**src/rtl/veririsc_pkg.sv**
```systemverilog
// -----------------------------------------------------------------------------
// veririsc_pkg
//   Definitions shared by the VeriRISC controller and datapath.
//   Both blocks import this package, so opcode encodings have one source.
//   Contents:
//     VR_AW, VR_DW : default address and data widths (DW = AW + 3).
//     opcode_e     : 3-bit instruction opcode.
//   Instruction format: {opcode[2:0], operand[AW-1:0]}.
// -----------------------------------------------------------------------------
package veririsc_pkg;

  localparam int VR_AW = 5;
  localparam int VR_DW = 8;

  typedef enum logic [2:0] {
    OP_HLT = 3'd0,
    OP_SKZ = 3'd1,
    OP_ADD = 3'd2,
    OP_AND = 3'd3,
    OP_XOR = 3'd4,
    OP_LDA = 3'd5,
    OP_STO = 3'd6,
    OP_JMP = 3'd7
  } opcode_e;

endpackage

```
**src/rtl/veririsc_alu.sv**
```systemverilog
// -----------------------------------------------------------------------------
// veririsc_alu
//   Combinational ALU of the VeriRISC datapath.
//   Ports:
//     opcode  in  opcode_e  operation, taken from the instruction register
//     ac      in  DW        accumulator
//     b       in  DW        memory operand
//     alu_out out DW        result, loaded into AC by ld_ac
//   HLT, SKZ, STO and JMP pass the accumulator through unchanged, so an
//   unexpected ld_ac during those instructions leaves AC intact.
// -----------------------------------------------------------------------------
module veririsc_alu
  import veririsc_pkg::*;
#(
  parameter int DW = VR_DW
) (
  input  opcode_e         opcode,
  input  logic [DW-1:0]   ac,
  input  logic [DW-1:0]   b,
  output logic [DW-1:0]   alu_out
);

  always_comb begin
    alu_out = ac;
    case (opcode)
      OP_ADD:  alu_out = ac + b;  // carry discarded, wraps modulo 2^DW
      OP_AND:  alu_out = ac & b;
      OP_XOR:  alu_out = ac ^ b;
      OP_LDA:  alu_out = b;
      default: alu_out = ac;
    endcase
  end

endmodule

```
**src/rtl/veririsc_datapath.sv**
```systemverilog
// -----------------------------------------------------------------------------
// veririsc_datapath
//   Register datapath of the VeriRISC CPU: PC, IR, AC, ALU and the sticky
//   halt flag. Executes the per-phase strobes issued by the controller
//   against a 32x8 memory.
//   Control strobes are single-cycle level qualifiers, sampled on the rising
//   edge of clk; there is no valid/ready handshake. A strobe is acted on
//   only while halted = 0 (a halt sampled together with a load lets that
//   load complete on the same edge).
//   Ports:
//     clk, reset            clock; asynchronous active-high reset
//     sel                   address mux: 1 = PC, 0 = IR operand
//     rd, wr                memory strobes, gated by halted onto mem_rd/mem_wr
//     ld_ir, ld_ac, ld_pc   register loads; inc_pc increments PC
//     halt                  sets the sticky halted flag
//     data_e                drives AC onto mem_wdata (otherwise 0)
//     mem_rdata             memory read data
//     mem_addr, mem_wdata   memory address / write data
//     mem_rd, mem_wr        gated memory strobes
//     opcode, zero          status to the controller (from IR and AC)
//     halted                sticky halt flag
//     retire_cnt            retired-instruction count
//   Build option: define VERIRISC_RETIRE_CNT_EN to include the saturating
//   16-bit retire counter; otherwise retire_cnt is tied to 0.
// -----------------------------------------------------------------------------
module veririsc_datapath
  import veririsc_pkg::*;
#(
  parameter int AW = VR_AW,
  parameter int DW = VR_DW
) (
  input  logic          clk,
  input  logic          reset,
  input  logic          sel,
  input  logic          rd,
  input  logic          ld_ir,
  input  logic          halt,
  input  logic          inc_pc,
  input  logic          ld_ac,
  input  logic          ld_pc,
  input  logic          wr,
  input  logic          data_e,
  input  logic [DW-1:0] mem_rdata,
  output logic [AW-1:0] mem_addr,
  output logic [DW-1:0] mem_wdata,
  output logic          mem_rd,
  output logic          mem_wr,
  output logic [2:0]    opcode,
  output logic          zero,
  output logic          halted,
  output logic [15:0]   retire_cnt
);

  logic [AW-1:0] r_pc;
  logic [DW-1:0] r_ir;
  logic [DW-1:0] r_ac;
  logic          r_halted;

  opcode_e       w_opcode;
  logic [DW-1:0] w_alu_out;

  assign w_opcode = opcode_e'(r_ir[DW-1:AW]);

  veririsc_alu #(
    .DW (DW)
  ) u_alu (
    .opcode  (w_opcode),
    .ac      (r_ac),
    .b       (mem_rdata),
    .alu_out (w_alu_out)
  );

  // Registers. Once halted, every load is ignored until reset.
  always_ff @(posedge clk or posedge reset) begin
    if (reset) begin
      r_pc     <= '0;
      r_ir     <= '0;
      r_ac     <= '0;
      r_halted <= 1'b0;
    end else if (!r_halted) begin
      if (ld_ir) r_ir <= mem_rdata;
      if (ld_ac) r_ac <= w_alu_out;
      // Jump target wins over sequential increment.
      if (ld_pc)       r_pc <= r_ir[AW-1:0];
      else if (inc_pc) r_pc <= r_pc + AW'(1);
      if (halt) r_halted <= 1'b1;
    end
  end

`ifdef VERIRISC_RETIRE_CNT_EN
  logic [15:0] r_retire_cnt;

  // One retirement per instruction fetch; saturates rather than wrapping.
  always_ff @(posedge clk or posedge reset) begin
    if (reset) begin
      r_retire_cnt <= '0;
    end else if (ld_ir && !r_halted && (r_retire_cnt != 16'hFFFF)) begin
      r_retire_cnt <= r_retire_cnt + 16'd1;
    end
  end

  assign retire_cnt = r_retire_cnt;
`else
  assign retire_cnt = '0;
`endif

  assign mem_addr  = sel ? r_pc : r_ir[AW-1:0];
  assign mem_wdata = data_e ? r_ac : '0;
  assign mem_rd    = rd & ~r_halted;
  assign mem_wr    = wr & ~r_halted;
  assign opcode    = r_ir[DW-1:AW];
  assign zero      = (r_ac == '0);
  assign halted    = r_halted;

endmodule
```
**config.mk**
```make
export PLATFORM = sky130hd
export DESIGN_NAME = veririsc_datapath
export DESIGN_NICKNAME = d
export VERILOG_FILES = /design/src/rtl/veririsc_pkg.sv /design/src/rtl/veririsc_alu.sv /design/src/rtl/veririsc_datapath.sv
export SDC_FILE = /design/constraint.sdc
export NUM_CORES = 1
export LEC_CHECK = 0
export ABC_CLOCK_PERIOD_IN_PS = 2100
export CAP_MARGIN = 30
export CORE_UTILIZATION = 47
export DETAILED_ROUTE_END_ITERATION = 10
export PLACE_DENSITY_LB_ADDON = 0.25
export SETUP_SLACK_MARGIN = 0.05
export SLEW_MARGIN = 20
export SYNTH_ARGS = -nofsm -noshare
export SYNTH_HDL_FRONTEND = slang
export SYNTH_SLANG_ARGS = --single-unit
```
**constraint.sdc**
```tcl
create_clock -name clk -period 2.1 [get_ports clk]
set_clock_uncertainty 0.1 [all_clocks]
set_input_delay 0.42 -clock clk [delete_from_list [all_inputs] [get_ports clk]]
set_output_delay 0.42 -clock clk [all_outputs]
set_load 0.02 [all_outputs]
```
==> results.sh <==
export IMPL_status="finished, final reports clean"
export IMPL_crit_required_ns=1.58
export IMPL_tritoncts_clock_tree="yes"
export IMPL_antenna_cells=0
export IMPL_total_leakage_power_nw=1.15
export IMPL_place_gp_congestion=0.897
export IMPL_crit_path_capture_type="primary output"
export IMPL_synth_most_common_cell="sky130_fd_sc_hd__dfrtp_1"
export IMPL_h_tree_depth=1
export IMPL_die_area_um2=3920
export IMPL_cp_start_kind="flop"
export IMPL_synthTopCellsByArea="sky130_fd_sc_hd__dfrtp_1, sky130_fd_sc_hd__mux2_2, sky130_fd_sc_hd__buf_4"
export IMPL_wire_length_of_the_first_global_routing_pass_um=7490
export IMPL_drive_gt1_share_pct=26.4
export IMPL_clk_path_buf_depth=2
export IMPL_port_buffers=38
export IMPL_place_hpwl_um=3360
export IMPL_syn_instance_count=186
export IMPL_synth_ff_latch_count=22
export IMPL_achievable_frequency_ghz=0.491
export IMPL_synth_edff_count=0
export IMPL_width_of_the_die_um=62.6
export IMPL_final_net_count=280
export IMPL_first_iter_violations=124
export IMPL_clock_latency_ns=0.32
export IMPL_maxCapViolations=0
export IMPL_clk_pin_slew_ns=0.14
export IMPL_grt_antenna_before_repair=0
export IMPL_post_synthesis_instance_area_um2=1730
export IMPL_hp_class="input port to asynchronous set/reset pin"
export IMPL_drt_pass1_iter_count=5
export IMPL_worstRegToRegCells=7
export IMPL_power_total_mw=1.35
export IMPL_tns_ns=0
export IMPL_main_synth_ff_type="sky130_fd_sc_hd__dfrtp_1"
export IMPL_fp_row_count=21
export IMPL_p_r_area_growth_vs_syn_pct=38.4
export IMPL_power_per_cell_area_nw_per_um2=565
export IMPL_start_util_pct=50.5
export IMPL_detail_route_drc_violations=0
export IMPL_floorplan_core_area_um2=3420
export IMPL_hold_viol_final=0
export IMPL_final_max_slew_viol_count=0
export IMPL_antenna_violating_nets_left=0
export IMPL_synthDistinctLibCells=43
export IMPL_synth_largest_area_cell="sky130_fd_sc_hd__dfrtp_1"
export IMPL_cp_data_arrival_time_ns=1.52
export IMPL_worstSetupPathType="flop to primary output"
export IMPL_yosysWarnings=0
export IMPL_number_of_top_level_pins=55
export IMPL_vdd_ir_drop_worst_mv=0.262
export IMPL_cts_buffers_inserted=3
export IMPL_totalWireLength_um=4410
export IMPL_synth_avg_cell_area_um2=9.28
export IMPL_asyncSetResetFlopFracSynth_pct=100
export IMPL_wire_per_inst_um=14.9
export IMPL_die_h_um=62.6
export IMPL_via_per_inst=5.48
export IMPL_rsz_0062_raised_after_global_routing="true"
export IMPL_fin_crit_sh_pct=97.0
export IMPL_cts_root_buf="sky130_fd_sc_hd__clkbuf_4"
export IMPL_track_usage_pct=23.8
export IMPL_maximum_fanout_along_the_worst_path=2
export IMPL_final_setup_viol_count=0
export IMPL_synth_top_cells_by_count="sky130_fd_sc_hd__dfrtp_1, sky130_fd_sc_hd__buf_4, sky130_fd_sc_hd__o21ai_0"
export IMPL_grt_ovfl_total=0
export IMPL_clock_sinks=22
export IMPL_grt_pass1_vias=1684
export IMPL_period_needed_ns=2.04
export IMPL_num_vias=1622
export IMPL_grt_max_degree=23
export IMPL_synth_top_area_share_pct=31.9
export IMPL_synth_yosys_seq_area_share_pct=31.9
## layout by cell type (no fill, tap or decap), types with 7 or more instances in the layout
master	n
sky130_fd_sc_hd__a22o_1	9
sky130_fd_sc_hd__nand2_1	8
sky130_fd_sc_hd__clkdlybuf4s50_1	18
sky130_fd_sc_hd__mux2_2	13
sky130_fd_sc_hd__nor2b_1	8
sky130_fd_sc_hd__conb_1	16
sky130_fd_sc_hd__dfrtp_1	21
sky130_fd_sc_hd__a21oi_1	11
sky130_fd_sc_hd__ha_1	7
sky130_fd_sc_hd__o21ai_0	13
sky130_fd_sc_hd__buf_4	32
sky130_fd_sc_hd__and2_1	8
sky130_fd_sc_hd__dlygate4sd2_1	17
## where the power goes
group          switching, mW  internal, mW  total (mW)
Sequential            0.0358         0.462       0.497
Combinational          0.267         0.253       0.520
Clock                  0.141         0.193       0.334
Total                  0.443         0.908        1.35
## stage by stage
| stage | instance area, µm² | std cells | utilization (%) | setup slack, ns | hold WS [ns] |
|---|---|---|---|---|---|
| CTS | 2320 | 294 | 67.9 | 0.0516 | 0.339 |
| detailed placement | 2270 | 290 | 66.6 | -0.429 | 0.419 |
| finish | 2390 | 296 | 70.0 | 0.0634 | 0.323 |
| global placement | 2270 | 290 | 66.6 | -0.374 | 0.409 |
| global route | 2390 | 296 | 70.0 | -0.0179 | 0.388 |
| floorplan | 1780 | 201 | - | 0.211 | 0.309 |
## worst max-delay path: stages (launching register included)
cell and delay (ns):
sky130_fd_sc_hd__dfrtp_1 0.41, sky130_fd_sc_hd__or4_4 0.55, sky130_fd_sc_hd__nor2_4 0.12, sky130_fd_sc_hd__buf_6 0.12
## state kept, by name, summed over array words and instances, names as in the netlist
| name | count |
|---|---|
| halted | 1 |
| r_pc | 5 |
| r_ir | 8 |
| r_ac | 8 |
## path summary, 6_finish.rpt
check	startpoint	endpoint	slack (ns)
setup / recovery	r_ac[7]$_DFFE_PP0P_	zero	0.06
hold / removal	reset	halted$_DFF_PP0_	0.32
setup reg to reg	r_ac[4]$_DFFE_PP0P_	r_ac[7]$_DFFE_PP0P_	0.12
hold reg to reg	r_ir[0]$_DFFE_PP0P_	r_ir[0]$_DFFE_PP0P_	0.46
max in group asynchronous	reset	r_ir[6]$_DFFE_PP0P_	1.32
min in group clk	mem_rdata[0]	r_ir[0]$_DFFE_PP0P_	0.40
## per-layer routing
| metal | GRT usage [%] | routed length, µm | share of wire, % | vias up |
|---|---|---|---|---|
| met5 | 0 | 0 | 0 | - |
| li1 | - | - | - | 779 |
| met1 | 29.4 | 1880 | 43 | 781 |
| met3 | 3.65 | 206 | 4.7 | 6 |
| met2 | 42.0 | 2280 | 52 | 56 |
| met4 | 7.56 | 42 | 0.95 | 0 |
## area by class of cell
| cell class | count | area [µm²] |
|---|---|---|
| Fill cell | 265 | 1030 |
| Sequential cell | 22 | 552 |
| Tap cell | 46 | 57.6 |
| Inverter | 3 | 11.3 |
| Timing Repair Buffer | 71 | 614 |
| Clock inverter | 1 | 30.0 |
| Multi-Input combinational cell | 150 | 1100 |
| Clock buffer | 3 | 22.5 |
## cell families after synthesis
group / share of synthesized area [%]
and+or+nand+nor: 14.1
DFF: 31.9
xor gates and xnor gates: 1.52
other: 0.217
AOI/OAI and AO/OA: 25.1
adders and majority gates: 7.68
muxes: 8.48
buffers and inverters: 11.0
## timing repair
item                                    CTS  global route
setup buffers                             0             2
resized for setup                        27            15
hold buffers                              0             0
endpoints found under the setup margin   20             7
pin swaps                                 3            10
Power figures use the tool's default switching activity.
